[config.mk]
export PLATFORM = sky130hd
export DESIGN_NAME = elevator_request_unit_flat
export DESIGN_NICKNAME = d
export VERILOG_FILES = /design/src/rtl/elevator_pkg.sv /design/src/rtl/elevator_request_unit_if.sv /design/src/rtl/elevator_request_unit_debounce_filter.sv /design/src/rtl/elevator_request_unit.sv /design/src/flat_wrapper.sv
export SDC_FILE = /design/constraint.sdc
export NUM_CORES = 1
export LEC_CHECK = 0
export ABC_CLOCK_PERIOD_IN_PS = 3700
export BUFFER_PORTS_ARGS = -buffer_cell sky130_fd_sc_hd__buf_2
export CAP_MARGIN = 20
export CORE_ASPECT_RATIO = 1.25
export CORE_MARGIN = 10
export CORE_UTILIZATION = 55
export DETAILED_ROUTE_END_ITERATION = 8
export HOLD_SLACK_MARGIN = 0.12
export PLACE_DENSITY = 0.82
export SLEW_MARGIN = 20
export SYNTH_ARGS = -nofsm -noshare
export SYNTH_HDL_FRONTEND = slang
export SYNTH_SLANG_ARGS = --single-unit
[constraint.sdc]
create_clock -name clk -period 3.7 [get_ports clk]
set_input_delay 0.37 -clock clk [delete_from_list [all_inputs] [get_ports clk]]
set_output_delay 0.37 -clock clk [all_outputs]
set_load 0.03 [all_outputs]
[src/rtl/elevator_pkg.sv]
// rtl/elevator_pkg.sv - shared types, constants and floor-vector helpers for the elevator request unit
package elevator_pkg;

    localparam int MAX_FLOORS = 16;

    typedef enum logic [1:0] {
        IDLE = 2'd0,
        UP   = 2'd1,
        DOWN = 2'd2
    } state_e;

    typedef logic [MAX_FLOORS-1:0] floor_vec_t;

    // Isolates the least significant set bit (0 when v is 0).
    function automatic floor_vec_t lowest_one(input floor_vec_t v);
        return v & (~v + floor_vec_t'(1));
    endfunction

    // Isolates the most significant set bit (0 when v is 0).
    function automatic floor_vec_t highest_one(input floor_vec_t v);
        floor_vec_t r;
        r = '0;
        for (int i = 0; i < MAX_FLOORS; i++) begin
            if (v[i]) r = floor_vec_t'(1) << i;
        end
        return r;
    endfunction

    // Floors strictly below a one-hot position; only meaningful for one-hot input.
    function automatic floor_vec_t mask_below(input floor_vec_t oh);
        return oh - floor_vec_t'(1);
    endfunction

    // Floors strictly above a one-hot position; only meaningful for one-hot input.
    function automatic floor_vec_t mask_above(input floor_vec_t oh);
        return ~(mask_below(oh) | oh);
    endfunction

    function automatic logic is_onehot(input floor_vec_t v);
        return (v != '0) && ((v & (v - floor_vec_t'(1))) == '0);
    endfunction

endpackage

[src/rtl/elevator_request_unit_if.sv]
// rtl/elevator_request_unit_if.sv - link between the request unit and the motion stage
interface elevator_request_unit_if #(
    parameter int FLOORS = 4
);
    import elevator_pkg::*;

    logic [FLOORS-1:0] current_floor;
    logic              arrived;
    logic [FLOORS-1:0] target_floor;
    logic              target_valid;
    logic              dir_up;

    // Request unit side: publishes the target, consumes the car position.
    modport master (
        input  current_floor,
        input  arrived,
        output target_floor,
        output target_valid,
        output dir_up
    );

    // Motion stage side.
    modport slave (
        output current_floor,
        output arrived,
        input  target_floor,
        input  target_valid,
        input  dir_up
    );

endinterface

[src/rtl/elevator_request_unit_debounce_filter.sv]
// rtl/elevator_request_unit_debounce_filter.sv - per-button synchroniser, counter debounce and rising-edge pulse
module debounce_filter
    import elevator_pkg::*;
#(
    parameter int DEBOUNCE_CYCLES = 16,
    parameter int CNT_W           = $clog2(DEBOUNCE_CYCLES + 1)
) (
    input  logic clk,
    input  logic rst,
    input  logic btn,
    output logic rise
);

    logic             sync1_q, sync1_d;
    logic             sync2_q, sync2_d;
    logic [CNT_W-1:0] cnt_q, cnt_d;
    logic             level_q, level_d;
    logic             rise_q, rise_d;

    // Count consecutive samples that differ from the accepted level; any sample
    // matching it (i.e. a bounce back) restarts the count from zero.
    always_comb begin
        sync1_d = btn;
        sync2_d = sync1_q;
        cnt_d   = '0;
        level_d = level_q;
        rise_d  = 1'b0;
        if (sync2_q != level_q) begin
            if (cnt_q == CNT_W'(DEBOUNCE_CYCLES - 1)) begin
                level_d = sync2_q;
                rise_d  = sync2_q;
            end else begin
                cnt_d = cnt_q + CNT_W'(1);
            end
        end
    end

    // Synchroniser, counter and filtered level registers.
    always_ff @(posedge clk or posedge rst) begin
        if (rst) begin
            sync1_q <= 1'b0;
            sync2_q <= 1'b0;
            cnt_q   <= '0;
            level_q <= 1'b0;
            rise_q  <= 1'b0;
        end else begin
            sync1_q <= sync1_d;
            sync2_q <= sync2_d;
            cnt_q   <= cnt_d;
            level_q <= level_d;
            rise_q  <= rise_d;
        end
    end

    assign rise = rise_q;

endmodule

[src/rtl/elevator_request_unit.sv]
// rtl/elevator_request_unit.sv - debounced call latch with SCAN target selection (optional CALL_CANCEL_EN)
module elevator_request_unit
    import elevator_pkg::*;
#(
    parameter int FLOORS          = 4,
    parameter int DEBOUNCE_CYCLES = 16,
    parameter int CNT_W           = $clog2(DEBOUNCE_CYCLES + 1)
) (
    input  logic                    clk,
    input  logic                    rst,
    input  logic [FLOORS-1:0]       bt_floor,
    output logic [FLOORS-1:0]       pending_calls,
    output logic                    busy,
    elevator_request_unit_if.master car
);

    logic [FLOORS-1:0] rise;
    logic [FLOORS-1:0] pending_q, pending_d;
    state_e            state_q, state_d;
    logic [FLOORS-1:0] target_q, target_d;
    logic              target_valid_q, target_valid_d;
    logic              dir_up_q, dir_up_d;

    floor_vec_t        cur16;
    logic              cur_ok;
    logic [FLOORS-1:0] clr, set_v, cancel, above, below;

    for (genvar i = 0; i < FLOORS; i++) begin : g_btn
        debounce_filter #(
            .DEBOUNCE_CYCLES(DEBOUNCE_CYCLES),
            .CNT_W          (CNT_W)
        ) u_debounce (
            .clk (clk),
            .rst (rst),
            .btn (bt_floor[i]),
            .rise(rise[i])
        );
    end

    // Next pending set: new calls latch, arrival clears the car's floor (clear wins).
    always_comb begin
        cur16  = floor_vec_t'(car.current_floor);
        cur_ok = is_onehot(cur16);
        clr    = (car.arrived && cur_ok) ? car.current_floor : '0;
`ifdef CALL_CANCEL_EN
        set_v  = rise & ~pending_q;
        cancel = rise & pending_q;
`else
        set_v  = rise;
        cancel = '0;
`endif
        pending_d = (pending_q | set_v) & ~clr & ~cancel;
        above     = FLOORS'(mask_above(cur16)) & pending_d;
        below     = FLOORS'(mask_below(cur16)) & pending_d;
    end

    // SCAN direction decision and the registered target it implies; an invalid
    // car position freezes the decision and the published target.
    always_comb begin
        state_d        = state_q;
        target_d       = target_q;
        target_valid_d = target_valid_q;
        dir_up_d       = dir_up_q;
        if (cur_ok) begin
            case (state_q)
                IDLE: begin
                    if (above != '0)      state_d = UP;
                    else if (below != '0) state_d = DOWN;
                end
                UP: begin
                    if (above == '0) state_d = (below != '0) ? DOWN : IDLE;
                end
                DOWN: begin
                    if (below == '0) state_d = (above != '0) ? UP : IDLE;
                end
                default: state_d = IDLE;
            endcase
            case (state_d)
                UP: begin
                    target_d       = FLOORS'(lowest_one(floor_vec_t'(above)));
                    target_valid_d = 1'b1;
                    dir_up_d       = 1'b1;
                end
                DOWN: begin
                    target_d       = FLOORS'(highest_one(floor_vec_t'(below)));
                    target_valid_d = 1'b1;
                    dir_up_d       = 1'b0;
                end
                default: begin
                    target_d       = '0;
                    target_valid_d = 1'b0;
                end
            endcase
        end
    end

    // Pending register, FSM state and registered outputs.
    always_ff @(posedge clk or posedge rst) begin
        if (rst) begin
            pending_q      <= '0;
            state_q        <= IDLE;
            target_q       <= '0;
            target_valid_q <= 1'b0;
            dir_up_q       <= 1'b1;
        end else begin
            pending_q      <= pending_d;
            state_q        <= state_d;
            target_q       <= target_d;
            target_valid_q <= target_valid_d;
            dir_up_q       <= dir_up_d;
        end
    end

    assign pending_calls    = pending_q;
    assign busy             = (state_q != IDLE);
    assign car.target_floor = target_q;
    assign car.target_valid = target_valid_q;
    assign car.dir_up       = dir_up_q;

endmodule
[src/flat_wrapper.sv]
// flat-port wrapper written by rule: the top's interface ports become plain ports
module elevator_request_unit_flat import elevator_pkg::*;
#(
    parameter int FLOORS          = 4,
    parameter int DEBOUNCE_CYCLES = 16,
    parameter int CNT_W           = $clog2(DEBOUNCE_CYCLES + 1)
)
  (clk, rst, bt_floor, pending_calls, busy, car_current_floor, car_arrived, car_target_floor, car_target_valid, car_dir_up);
  elevator_request_unit_if #(.FLOORS(FLOORS)) car_i ();
  input  logic clk;
  input  logic rst;
  input  logic [FLOORS-1:0] bt_floor;
  output logic [FLOORS-1:0] pending_calls;
  output logic busy;
  input wire logic [$bits(car_i.current_floor)-1:0] car_current_floor;
  input wire logic [$bits(car_i.arrived)-1:0] car_arrived;
  output wire logic [$bits(car_i.target_floor)-1:0] car_target_floor;
  output wire logic [$bits(car_i.target_valid)-1:0] car_target_valid;
  output wire logic [$bits(car_i.dir_up)-1:0] car_dir_up;
  assign car_i.current_floor = car_current_floor;
  assign car_i.arrived = car_arrived;
  assign car_target_floor = car_i.target_floor;
  assign car_target_valid = car_i.target_valid;
  assign car_dir_up = car_i.dir_up;
  elevator_request_unit #(.FLOORS(FLOORS), .DEBOUNCE_CYCLES(DEBOUNCE_CYCLES), .CNT_W(CNT_W)) u_core (.clk(clk), .rst(rst), .bt_floor(bt_floor), .pending_calls(pending_calls), .busy(busy), .car(car_i));
endmodule
==> impl_results.md <==
- Status: complete, no violations
- Vias per cell: 5.67
- Min cycle time layout: 3.39 ns
- Sw Share: 0.238
- Synth Warn #: 0
- Clk sinks: 48
- Setup Viol. Count Final: 0
- Root Driver: clkbuf_8
- Seq/Total Area, Yosys: 0.563
- Die X: 75.7 um
- Post-CTS Hold Buffers: 0
- Routed WL: 3.62 mm
- PostCTS Resize Cnt: 0
- Max-slew violation count: 0
- Port Buffers: 21
- Crit path DAT: 3.61 ns
- Unrepaired setup endpoints after global routing: false
- Critical Path Source Type: input port
- CTS HTree Levels: 2
- Clk_skew: 0.00961 ns
- TritonRoute pass-1 iters: 4
- Syn Area/Cell: 11.6 um^2
- Worst-Skew Late Latency: 0.29 ns
- Predominant post-synthesis flop cell: dfrtp_1
- DRC Markers: 0
- Combinational share of power: 0.113
- Synthesized cell area: 2130 um^2
- Post-Syn Nets: 209
- Detailed-route via count: 1440
- Delay-heaviest family, CP: simple AND/OR/NAND/NOR gates
- Slew headroom: 0.366
- Post-route setup slack: 0.306 ns
- Sum of negative setup slack: 0 ns
- Synthesized flop and latch total: 48
- Post-CTS setup buffer count: 0
- Row count: 25
- Clock share of power: 0.342
- Element type at the critical path end: register
- Worst path bufs/invs: 3
- CP most frequent cell: ha_1
- RePlAce Congestion: 0.830
- Core region area: 3750 um^2
- Post-Place Worst Slack: 0.0519 ns
- Vias in the first global route: 1395
- Actual slew at the worst max-slew pin: 0.950 ns
- Number of synthesized flops with an enable pin: 0
- Die area: 6790 um^2
- Critical path, cell by cell: buf_2 > inv_1 > ha_1 > inv_1 > ha_1 > or4b_4 > o221ai_1 > nand4_1 > o21ai_1 > nand2_1 > ha_1 > or4b_2 > o221ai_1
- Commonest non-fill, non-tap cell in the layout: dfrtp_1
- Nets@finish: 238
- Grt ovf: 0
- Sequential Power Share: 0.545
- Fin util: 0.641
- Count of cell types in the netlist: 38
- Peak supply drop: 0.319 mV
- Height of the die: 89.7 um
- Placed cell count: 246
- Diodes inserted: 0
- Share of post-route cells with drive strength above 1: 0.192
- Largest net degree at the start of global routing: 49
- Antenna violations before repair: 0
- Starting Density: 0.569
- Wirelength per Cell: 14.3 um
- Max stage delay on crit path: 0.69 ns
- Area grow syn2layout: 12.8%
- P_leak: 1.21 nW
- Asr flop ratio synth: 1.00
- Antenna Nets Post-Route: 0
- Leading cell types in the layout, fill and taps excluded: 47 x dfrtp_1, 21 x buf_2, 19 x nor2_1, 14 x ha_1, 10 x nand3_1
- WS Path Type: in2reg
- Worst Hold Class: in2reg
- TritonCTS buffer count: 5
- Ports: 22
- Total power: 1.05 mW
- GRT Total Usage: 0.118
- Worst-path clk slew: 0.08 ns
- Fmax achieved: 295 MHz
- TritonCTS clock tree: built
- Endpoints failing hold: 0
- P_sw: 0.250 mW
- Crit-path max FO: 4
- First-pass GRT wire length: 6.07 mm
- CP required: 3.91 ns
- Post-synthesis cell count: 184
- Pint: 0.800 mW
- Initial detailed-routing violation count: 82
- PwrDens: 436 nW/um^2
- Max-cap violations: 0
- Crit path max-delay cell type: or4b_2
- Period utilization: 0.917
- Fin cells: 254
- DP HPWL: 2.70 mm
- Clk buf depth: 2
[state kept, by name, summed over array words and instances, names as in the netlist]
signal,flops
u_core.car.dir_up,1
u_core.car.target_floor,4
u_core.car.target_valid,1
u_core.g_btn.u_debounce.cnt_q,20
u_core.g_btn.u_debounce.level_q,4
u_core.g_btn.u_debounce.rise,4
u_core.g_btn.u_debounce.sync1_q,4
u_core.g_btn.u_debounce.sync2_q,4
u_core.pending_calls,4
u_core.state_q,2
[cell usage after synthesis, types with 2 or more instances]
master | n | area share
dfrtp_1 | 47 | 0.55
nor2_1 | 19 | 0.033
ha_1 | 14 | 0.082
inv_1 | 10 | 0.018
nand3_1 | 10 | 0.023
o21ai_0 | 9 | 0.021
xor2_1 | 9 | 0.037
nand2_1 | 8 | 0.014
and2_1 | 7 | 0.021
mux2_2 | 4 | 0.021
nor2b_1 | 4 | 0.012
o221ai_1 | 4 | 0.016
a21oi_1 | 3 | 0.0070
and3_1 | 3 | 0.0088
nor4b_1 | 3 | 0.012
a221o_1 | 2 | 0.0094
a31oi_1 | 2 | 0.0059
nand4_1 | 2 | 0.0059
nor3b_1 | 2 | 0.0070
o21a_1 | 2 | 0.0070
o22a_1 | 2 | 0.0082
xnor2_1 | 2 | 0.0082
[metrics by stage]
| stage | instance area, um^2 | hold slack (ns) |
|---|---|---|
| 4_1_cts | 2410 | 0.171 |
| 6_report | 2410 | 0.178 |
| 3_3_place_gp | 2300 | 0.338 |
| 3_5_place_dp | 2300 | 0.343 |
| 5_1_grt | 2410 | 0.167 |
| 2_1_floorplan | 2130 | 0.331 |
[metal layers]
| layer | global-route usage | part of all wire | vias to the layer above |
|---|---|---|---|
| li1 | - | - | 705 |
| met1 | 0.137 | 0.45 | 699 |
| met2 | 0.191 | 0.47 | 28 |
| met3 | 0.0396 | 0.054 | 8 |
| met4 | 0.0558 | 0.021 | 0 |
| met5 | 0 | 0 | - |
[power groups by stage]
stage | clock network [mW] | logic [mW] | registers [mW]
floorplan | 0 | 0.0699 | 0.597
global placement | 0 | 0.118 | 0.582
detailed placement | 0 | 0.120 | 0.583
CTS | 0.370 | 0.121 | 0.572
global route | 0.387 | 0.134 | 0.577
finish | 0.359 | 0.118 | 0.573
[worst register-to-register path, stage by stage (launching register included)]
cell and delay, ns:
dfrtp_1 0.42, o221ai_1 0.32, nand4_1 0.21, o21ai_1 0.24, nand2_1 0.08, ha_1 0.34
or4b_2 0.69, o221ai_1 0.17
[worst paths after layout]
kind | start | endpoint | depth (start not counted) | slack (ns)
worst min register to register | u_core.g_btn[2].u_debounce.sync1_q | u_core.g_btn[2].u_debounce.sync2_q | 0 | 0.34
max in group asynchronous | rst | u_core.g_btn[1].u_debounce.sync1_q | 2 | 2.82
worst max register to register | u_core.pending_calls[2] | u_core.car.target_floor[3] | 7 | 1.16
worst min-delay path | bt_floor[3] | u_core.g_btn[3].u_debounce.sync1_q | 1 | 0.18
worst max-delay path | car_current_floor[0] | u_core.car.target_floor[3] | 13 | 0.31
min in group asynchronous | rst | u_core.g_btn[2].u_debounce.sync2_q | 2 | 0.28
[area by class of cell]
cell class | instances | area, um^2
inverters | 10 | 37.5
well taps | 40 | 50.0
clock inverters | 1 | 30.0
multi-input cells | 125 | 891
repair buffers | 23 | 120
flip-flops and latches | 48 | 1200
fillers | 300 | 1350
clock buffers | 7 | 76.3
[cells by family (layout without fill, tap and decap cells)]
logic type | Yosys count | after routing | synth area share
and+or+nand+nor | 67 | 67 | 0.175
xor gates and xnor gates | 11 | 11 | 0.0451
DFF | 48 | 48 | 0.563
AOI/OAI and AO/OA | 29 | 29 | 0.0938
adders and majority gates | 14 | 14 | 0.0821
buffers and inverters | 11 | 41 | 0.0193
muxes | 4 | 4 | 0.0211
Power figures use the tool's default switching activity.
